## src/rtl/frame_capture_pkg.sv

```systemverilog
// Shared types and sizing helpers for the frame capture / UART streaming block.
package frame_capture_pkg;

    // Controller states; encodings 6 and 7 are unused and recover to IDLE.
    typedef enum logic [2:0] {
        ST_IDLE    = 3'd0,
        ST_CAPTURE = 3'd1,
        ST_LOAD    = 3'd2,
        ST_START   = 3'd3,
        ST_WAIT_TX = 3'd4,
        ST_DONE    = 3'd5
    } state_e;

    localparam logic [7:0] HEADER_DEFAULT = 8'hA5;

    // Ceiling log2 with a floor of one bit so that degenerate sizes still
    // produce a legal vector width.
    function automatic int unsigned clog2_f(input int unsigned v);
        int unsigned r;
        r = 32'd1;
        while ((32'd1 << r) < v) begin
            r = r + 32'd1;
        end
        return r;
    endfunction

    // Number of pixels in one frame.
    function automatic int unsigned npix_f(input int unsigned rows, input int unsigned cols);
        return rows * cols;
    endfunction

endpackage

```

## src/rtl/frame_capture_tx_mem.sv

```systemverilog
// Frame buffer: one DATA_W word per pixel, synchronous write, registered read.
// The array itself has no reset; only the read register is cleared.
module frame_mem #(
    parameter int unsigned DEPTH  = 4,
    parameter int unsigned DATA_W = 12,
    parameter int unsigned ADDR_W = 2
) (
    input  logic              clk_i,
    input  logic              rst_ni,
    input  logic              we_i,
    input  logic [ADDR_W-1:0] waddr_i,
    input  logic [DATA_W-1:0] wdata_i,
    input  logic              re_i,
    input  logic [ADDR_W-1:0] raddr_i,
    output logic [DATA_W-1:0] rdata_o
);

    logic [DATA_W-1:0] mem_r [DEPTH];
    logic [DATA_W-1:0] rdata_r;

    // Sample storage; contents are don't-care until written by a capture.
    always_ff @(posedge clk_i) begin
        if (we_i) begin
            mem_r[waddr_i] <= wdata_i;
        end
    end

    // Registered read port, updated only when a read is requested.
    always_ff @(posedge clk_i or negedge rst_ni) begin
        if (!rst_ni) begin
            rdata_r <= {DATA_W{1'b0}};
        end else if (re_i) begin
            rdata_r <= mem_r[raddr_i];
        end
    end

    assign rdata_o = rdata_r;

endmodule

```

## src/rtl/frame_capture_tx.sv

```systemverilog
// Captures one ADC sample per pixel into a local frame buffer, then streams
// the frame (header byte, then MSB/LSB byte pairs per sample) to uart_tx
// over a start/done handshake.
module frame_capture_tx
    import frame_capture_pkg::*;
#(
    parameter int unsigned N_ROWS = 2,
    parameter int unsigned N_COLS = 2,
    parameter int unsigned DATA_W = 12,
    parameter logic [7:0]  HEADER = HEADER_DEFAULT
) (
    input  logic              clk_i,
    input  logic              rst_ni,
    input  logic              start_i,
    input  logic              eoadc_i,
    input  logic [DATA_W-1:0] adc_data_i,
    input  logic              tx_done_i,
    output logic              tx_start_o,
    output logic [7:0]        tx_data_o,
    output logic              busy_o,
    output logic              frame_done_o,
    output logic              overrun_o
);

    localparam int unsigned NPIX   = npix_f(N_ROWS, N_COLS);
    localparam int unsigned PTR_W  = clog2_f(NPIX);
    localparam int unsigned BIDX_W = clog2_f(2 * NPIX + 1);

    localparam logic [PTR_W-1:0]  LAST_PTR  = PTR_W'(NPIX - 32'd1);
    localparam logic [BIDX_W-1:0] LAST_BYTE = BIDX_W'(2 * NPIX);

    state_e              state_r, next_state_s;
    logic [PTR_W-1:0]    wr_ptr_r, wr_ptr_next_s;
    logic [BIDX_W-1:0]   byte_idx_r, byte_idx_next_s;
    logic                overrun_r, overrun_next_s;
    logic                tx_start_r;
    logic [7:0]          tx_data_r, tx_data_next_s;
    logic                frame_done_r;
    logic                mem_we_s;
    logic                mem_re_s;
    logic [PTR_W-1:0]    rd_addr_s;
    logic [DATA_W-1:0]   rdata_s;
    logic [15:0]         samp_ext_s;

    // Byte k>0 belongs to sample (k-1)/2; odd k is its MSB, even k its LSB.
    assign rd_addr_s  = PTR_W'((byte_idx_r - BIDX_W'(1)) >> 1);
    // Zero-extension makes the MSB byte all zeros when DATA_W <= 8.
    assign samp_ext_s = 16'(rdata_s);

    frame_mem #(
        .DEPTH  (NPIX),
        .DATA_W (DATA_W),
        .ADDR_W (PTR_W)
    ) u_frame_mem (
        .clk_i   (clk_i),
        .rst_ni  (rst_ni),
        .we_i    (mem_we_s),
        .waddr_i (wr_ptr_r),
        .wdata_i (adc_data_i),
        .re_i    (mem_re_s),
        .raddr_i (rd_addr_s),
        .rdata_o (rdata_s)
    );

    // Next-state, counter and overrun logic for the capture/stream sequencer.
    always_comb begin
        next_state_s    = state_r;
        wr_ptr_next_s   = wr_ptr_r;
        byte_idx_next_s = byte_idx_r;
        overrun_next_s  = overrun_r;
        mem_we_s        = 1'b0;
        mem_re_s        = 1'b0;
        case (state_r)
            ST_IDLE: begin
                if (start_i) begin
                    // A start coinciding with a sample wins; the sample is dropped silently.
                    next_state_s   = ST_CAPTURE;
                    wr_ptr_next_s  = {PTR_W{1'b0}};
                    overrun_next_s = 1'b0;
                end else if (eoadc_i) begin
                    overrun_next_s = 1'b1;
                end else begin
                    overrun_next_s = overrun_r;
                end
            end
            ST_CAPTURE: begin
                if (eoadc_i) begin
                    mem_we_s = 1'b1;
                    if (wr_ptr_r == LAST_PTR) begin
                        next_state_s    = ST_LOAD;
                        byte_idx_next_s = {BIDX_W{1'b0}};
                    end else begin
                        wr_ptr_next_s = wr_ptr_r + PTR_W'(1);
                    end
                end else begin
                    next_state_s = ST_CAPTURE;
                end
            end
            ST_LOAD: begin
                mem_re_s     = (byte_idx_r != {BIDX_W{1'b0}});
                next_state_s = ST_START;
                if (eoadc_i) begin
                    overrun_next_s = 1'b1;
                end else begin
                    overrun_next_s = overrun_r;
                end
            end
            ST_START: begin
                next_state_s = ST_WAIT_TX;
                if (eoadc_i) begin
                    overrun_next_s = 1'b1;
                end else begin
                    overrun_next_s = overrun_r;
                end
            end
            ST_WAIT_TX: begin
                if (tx_done_i) begin
                    if (byte_idx_r == LAST_BYTE) begin
                        next_state_s = ST_DONE;
                    end else begin
                        byte_idx_next_s = byte_idx_r + BIDX_W'(1);
                        next_state_s    = ST_LOAD;
                    end
                end else begin
                    next_state_s = ST_WAIT_TX;
                end
                if (eoadc_i) begin
                    overrun_next_s = 1'b1;
                end else begin
                    overrun_next_s = overrun_r;
                end
            end
            ST_DONE: begin
                next_state_s = ST_IDLE;
                if (eoadc_i) begin
                    overrun_next_s = 1'b1;
                end else begin
                    overrun_next_s = overrun_r;
                end
            end
            default: begin
                next_state_s    = ST_IDLE;
                wr_ptr_next_s   = {PTR_W{1'b0}};
                byte_idx_next_s = {BIDX_W{1'b0}};
                overrun_next_s  = 1'b0;
            end
        endcase
    end

    // Byte mux: the outgoing byte is latched while in START and then held
    // until the next START, so it is stable for the whole UART handshake.
    always_comb begin
        tx_data_next_s = tx_data_r;
        if (state_r == ST_START) begin
            if (byte_idx_r == {BIDX_W{1'b0}}) begin
                tx_data_next_s = HEADER;
            end else if (byte_idx_r[0]) begin
                tx_data_next_s = samp_ext_s[15:8];
            end else begin
                tx_data_next_s = samp_ext_s[7:0];
            end
        end else begin
            tx_data_next_s = tx_data_r;
        end
    end

    // State, counters and registered outputs.
    always_ff @(posedge clk_i or negedge rst_ni) begin
        if (!rst_ni) begin
            state_r      <= ST_IDLE;
            wr_ptr_r     <= {PTR_W{1'b0}};
            byte_idx_r   <= {BIDX_W{1'b0}};
            overrun_r    <= 1'b0;
            tx_start_r   <= 1'b0;
            tx_data_r    <= 8'h00;
            frame_done_r <= 1'b0;
        end else begin
            state_r      <= next_state_s;
            wr_ptr_r     <= wr_ptr_next_s;
            byte_idx_r   <= byte_idx_next_s;
            overrun_r    <= overrun_next_s;
            tx_start_r   <= (state_r == ST_START);
            tx_data_r    <= tx_data_next_s;
            frame_done_r <= (next_state_s == ST_DONE) && (state_r != ST_DONE);
        end
    end

    assign tx_start_o   = tx_start_r;
    assign tx_data_o    = tx_data_r;
    assign frame_done_o = frame_done_r;
    assign overrun_o    = overrun_r;
    assign busy_o       = (state_r != ST_IDLE);

endmodule
```

## config.mk

```make
export PLATFORM = sky130hd
export DESIGN_NAME = frame_capture_tx
export DESIGN_NICKNAME = d
export VERILOG_FILES = /design/src/rtl/frame_capture_pkg.sv /design/src/rtl/frame_capture_tx_mem.sv /design/src/rtl/frame_capture_tx.sv
export SDC_FILE = /design/constraint.sdc
export NUM_CORES = 1
export LEC_CHECK = 0
export CAP_MARGIN = 20
export CORE_MARGIN = 10
export CORE_UTILIZATION = 40
export DETAILED_ROUTE_END_ITERATION = 12
export PLACE_DENSITY_LB_ADDON = 0.15
export SKIP_CTS_REPAIR_TIMING = 1
export SYNTH_ARGS = -nofsm -noshare
export SYNTH_HDL_FRONTEND = slang
export SYNTH_SLANG_ARGS = --single-unit
```

## constraint.sdc

```tcl
create_clock -name clk_i -period 2.64 [get_ports clk_i]
set_clock_uncertainty 0.2 [all_clocks]
set_input_delay 0.528 -clock clk_i [delete_from_list [all_inputs] [get_ports clk_i]]
set_output_delay 0.528 -clock clk_i [all_outputs]
set_load 0.005 [all_outputs]
```

# Yosys cells after proc, flatten, opt, wreduce, memory -nomap -nowiden
# Memory sizes are Yosys's and may differ from the RTL's. A register that Yosys moved wholly into a read port is not among the register bits.
# Cells that the tools add are included.
[word_totals] register_bits=20 mem_bits_rw=48 in_bits=17 output_inout_bits=12 wordCells=63 n_memories=1
[memory_table] name="u_frame_mem.mem_r" depth=4 word_bits=12 rd=1 rd_clocked_by_memory_dff=1 write_ports=1 line_no="frame_capture_tx_mem.sv:18" rtl="logic [DATA_W-1:0] mem_r [DEPTH];"
[op_classes] addsub=3 eq_ne=15 n_mux=25 n_bitwise=2 reduce_logical=10
[op_table] op="$mux 4" n=4
[op_table] op="$mux 8" n=2
[op_table] op="$mux 3" n=5
[op_table] op="$pmux 3 s5" n=1
[op_table] op="$ne 2x2->1 const B" n=6
[op_table] op="$pmux 4 s3" n=1
[op_table] op="$eq 3x3->1 const B" n=3
[op_table] op="$reduce_or 4->1" n=2
[op_table] op="$mux 1" n=7
[op_table] op="$eq 3x2->1 const B" n=2
[op_table] op="$mux 2" n=3
[op_table] op="$pmux 2 s3" n=1
[op_table] op="$reduce_and 5->1" n=1
[op_table] op="$add 4x1->4 const B" n=1
[op_table] op="$eq 4x4->1 const B" n=1
[op_table] op="$logic_not 4->1" n=1
[op_table] op="$reduce_and 4->1" n=1
[op_table] op="$reduce_bool 4->1" n=1
[op_table] op="$eq 3x1->1 const B" n=1
[op_table] op="$logic_not 3->1" n=1
[op_table] op="$ne 3x3->1 const B" n=1
[op_table] op="$pmux 1 s3" n=1
[op_table] op="$reduce_bool 3->1" n=1
[op_table] op="$sub 3x1->3 const B" n=1
[op_table] op="5 further kinds" n=6

# Depth between registers and ports, before layout
[logic_depth] depth_word=6 ltp_mapped=8 ltp_nobuf=6

# Modules after synthesis
# From an unflattened synthesis, not the netlist that was laid out.
[hier_totals] hier_cells=226 hier_area_um2=3360.7
[modules_own_cells] module="frame_mem" instances=1 cells_per_inst=121 area_each_um2=2264.7
[modules_own_cells] module="frame_capture_tx" instances=1 cells_per_inst=105 area_each_um2=1096.1

# Worst setup path before layout
# OpenSTA, ideal clock, no wires.
[synth_path] path_kind="register -> register" from="register byte_idx_r[0]" to="register u_frame_mem.rdata_r[0], in the netlist u_frame_mem.rdata_o[0] (read register of u_frame_mem.mem_r)" t_arrival_ps=1973 t_required_ps=2315 slack_ps=342 path_stages_with_launch=7 period_less_slack_ps=2298 path_cell_list="dfrtp_1 buf_2 inv_1 ha_1 buf_4 mux4_2 mux2_2"
[synth_via] elab_chain_cells=2 word_cells_on_any_way=3 classes_between="1 x add/sub; 1 x mux; 1 x reduce/logical"
[synth_rtl] item="from (decl)" line_no="frame_capture_tx.sv:34" rtl="logic [BIDX_W-1:0] byte_idx_r, byte_idx_next_s;"
[synth_rtl] item="from (signal assigned)" line_no="frame_capture_tx.sv:172" rtl="byte_idx_r <= {BIDX_W{1'b0}};"
[synth_rtl] item="from (signal assigned)" line_no="frame_capture_tx.sv:180" rtl="byte_idx_r <= byte_idx_next_s;"
[synth_rtl] item="parallel branches: the longest is 2 deep, another holds $sub 3x1->3"
[synth_rtl] item="to (decl)" line_no="frame_capture_tx_mem.sv:19" rtl="logic [DATA_W-1:0] rdata_r;"
# Several ways; the timed one is not identified.
# A chain may end at the register's enable or synchronous reset.

# Worst setup path after layout
[layout_path] from="register state_r[2]" to="output port busy_o"
[layout_via] elab_chain_cells=1
[layout_rtl] item="from (decl)" line_no="frame_capture_tx.sv:32" rtl="state_e state_r, next_state_s;"
[layout_rtl] item="from (signal assigned)" line_no="frame_capture_tx.sv:178" rtl="state_r <= next_state_s;"
[layout_rtl] item="$reduce_bool 3->1" line_no="frame_capture_tx.sv:192" rtl="assign busy_o = (state_r != ST_IDLE);"
[layout_rtl] item="to (decl)" line_no="frame_capture_tx.sv:20" rtl="output logic busy_o,"
# Every way passes these cells.

==> flow_metrics.py <==
metrics = {
    "placement": {
        "io_buffer_count": 28,
        "hpwl_um": 4090,
        "gp_congestion": 0.753,
    },
    "logic_synthesis": {
        "synth.ff_latch_count": 80,
        "syn_avg_cell_area_sq_um": 16.1,
        "ys_types": 40,
        "synth_edf_count": 48,
        "synth_top_area_cell": "edfxtp_1",
        "syn_area_sq_um": 3320,
        "async_reset_ff_frac": 0.400,
        "syn_nets": 229,
        "synthFlopType": "edfxtp_1",
        "ys_warn_count": 0,
        "synth-seq-area-share": 0.675,
        "yosysMostFrequentCell": "edfxtp_1",
        "ys_top_cells_by_area": "edfxtp_1 (43%), dfrtp_1 (24%), mux4_2 (8.1%)",
        "synth_commonest_cells": "edfxtp_1 (48), dfrtp_1 (32), nor2_1 (15)",
        "synth_top_area_frac": 0.434,
        "syn_inst": 206,
    },
    "layout": {
        "drive_gt1_frac": 0.237,
        "nFillCells": 704,
        "final_nets": 271,
        "diodes": 0,
        "post-route-util": 0.494,
        "syn_to_final_growth_pct": 21.0,
    },
    "routing": {
        "via_per_inst": 5.08,
        "ant_nets": 0,
        "wl_per_cell_um": 17.0,
        "drc": 0,
        "routed_wl_um": 6090,
        "drtPass1Iterations": 4,
        "drtIter0Drc": 53,
        "vias": 1817,
    },
    "floorplan": {
        "start_util": 0.408,
        "die_w_um": 111,
        "rows": 33,
        "fp.coreArea_sq_um": 8130,
        "die_y_um": 111,
        "fp.dieArea_sq_um": 12300,
        "io_pins": 29,
    },
    "timing": {
        "period_minus_slack_ps": 2440,
        "hold_violations": 0,
        "setup_viol": 0,
        "worst_slew_pin_slew_ps": 471,
        "fin_crit_sh": 0.926,
        "rsz0062_at_grt": "false",
        "setup_tns_ps": 0,
        "timing.fmax_mhz": 409,
        "slew_violations": 0,
        "relSlewSlack": 0.686,
        "hold_ws_ps": 302,
    },
    "critical_path": {
        "critical_path_class": "reg -> out",
        "crit_path_end_kind": "output port",
        "cp_cell_sequence": "or3_1, clkdlybuf4s50_1",
        "slowest_delay_ps": 550,
        "critPathBufInv": 1,
        "cp_top_family": "flip-flops",
        "worstPathRequired_ps": 1910,
        "cpMaxStageDelayCell": "dfrtp_1",
        "start_kind": "flop",
        "worstPathMaxFanout": 17,
        "cp.arrival_ps": 1720,
    },
    "outcome": {
        "status": "finished clean",
    },
    "global_routing": {
        "grt_pass1_vias": 1930,
        "track_usage": 0.102,
        "grt_pass1_wl_um": 10200,
        "grt_max_degree": 33,
        "grt_overflow_total": 0,
        "antenna_found_initial": 0,
    },
    "power_and_ir_drop": {
        "ir_drop_mv": 0.439,
        "p_total_mw": 4.09,
        "leakagePower_nw": 1.52,
        "p_per_area_nw_per_um2": 1020,
    },
    "clock_tree": {
        "clkSinkCount": 80,
        "cts-root-buf": "clkbuf_8",
        "tritoncts": "built",
        "htreeDepth": 3,
        "clk_path_buf_depth": 2,
        "cts_buffers": 9,
        "clk_latency_ps": 340,
        "path_clk_slew_ps": 80,
    },
    "worst_hold_path": {
        "hold_path_class": "reg -> reg",
    },
    "flow_run": {
        "max_cap_viol_count": 0,
    },
}
-- final timing paths --
| path | startpoint | to | slack [ps] | cells past startpoint |
|---|---|---|---|---|
| max | state_r[2] | busy_o | 200 | 2 |
| min | u_frame_mem.rdata_o[4] | tx_data_o[4] | 300 | 1 |
| max reg2reg | byte_idx_r[1] | u_frame_mem.rdata_o[0] | 460 | 5 |
| min reg2reg | u_frame_mem.rdata_o[4] | tx_data_o[4] | 300 | 1 |
| max in group asynchronous | rst_ni | byte_idx_r[0] | 1540 | 2 |
| min in group asynchronous | rst_ni | state_r[1] | 380 | 2 |
-- state kept, by name (all words and copies together), names as in the netlist --
register,flops
tx_start_o,1
u_frame_mem.mem_r,48
overrun_o,1
frame_done_o,1
state_r,3
tx_data_o,8
byte_idx_r,4
wr_ptr_r,2
u_frame_mem.rdata_o,12
-- routing by layer --
layer / up-vias / share of wire / routed length (um) / track usage
met3: 2 / 0.043 / 264 / 0.0346
met1: 924 / 0.48 / 2940 / 0.133
met5: - / 0 / 0 / 0
met2: 31 / 0.47 / 2860 / 0.155
met4: 0 / 0.0044 / 27 / 0.0334
li1: 860 / - / - / -
-- cells by family (layout without fill, tap and decap cells) --
family,Yosys count,in the layout,synth area share
AOI/OAI and AO/OA,29,29,0.0603
xor gates and xnor gates,1,1,0.00264
adders and majority gates,6,6,0.0226
buffers and inverters,16,63,0.0283
DFF,80,80,0.675
muxes,29,29,0.138
and+or+nand+nor,45,45,0.0731
-- cell type report --
class / instances / area (sq um) / area share
Inverter: 6 / 22.5 / 0.00561
Clock inverter: 7 / 96.3 / 0.0240
Tap cell: 105 / 131 / 0.0327
Clock buffer: 9 / 124 / 0.0309
Multi-Input combinational cell: 110 / 983 / 0.245
Sequential cell: 80 / 2240 / 0.558
Timing Repair Buffer: 41 / 415 / 0.103
-- worst register-to-register path: cells and delay by family, from the launching register on --
kind | cells | cell delay, ps
adders and majority gates | 1 | 260
buffers and inverters | 2 | 320
muxes | 2 | 870
DFF | 1 | 410
-- stage by stage --
step | std cells | cell area, sq um | setup slack [ps]
3_3_place_gp | 342 | 3790 | 359
4_1_cts | 358 | 4020 | 179
3_5_place_dp | 342 | 3790 | 356
2_1_floorplan | 206 | 3320 | 342
6_report | 358 | 4020 | 195
5_1_grt | 358 | 4020 | 111
-- cells in the final DEF, fill, tap and decap left out, types with 3 or more instances in the layout --
cell             netlist  routed
edfxtp_1              48      48
dfrtp_1               32      32
clkdlybuf4s50_1        0      28
nor2_1                15      15
mux2_2                13      13
mux4_2                12      12
buf_4                  2      10
clkbuf_8               0       9
a21oi_1                8       8
nand2_1                7       7
inv_1                  6       6
ha_1                   6       6
o21ai_0                5       5
nand2b_1               4       4
mux2i_1                4       4
nand3b_1               3       3
a22o_1                 3       3
and2_1                 3       3
nand3_1                3       3
clkinv_4               0       3
buf_12                 0       3
-- power by group --
group	switching (mW)	internal (mW)	total (mW)
clock network	0.444	0.534	0.978
registers	0.161	1.65	1.81
logic	0.597	0.708	1.30
No activity file was read; power rests on OpenSTA's default activity.
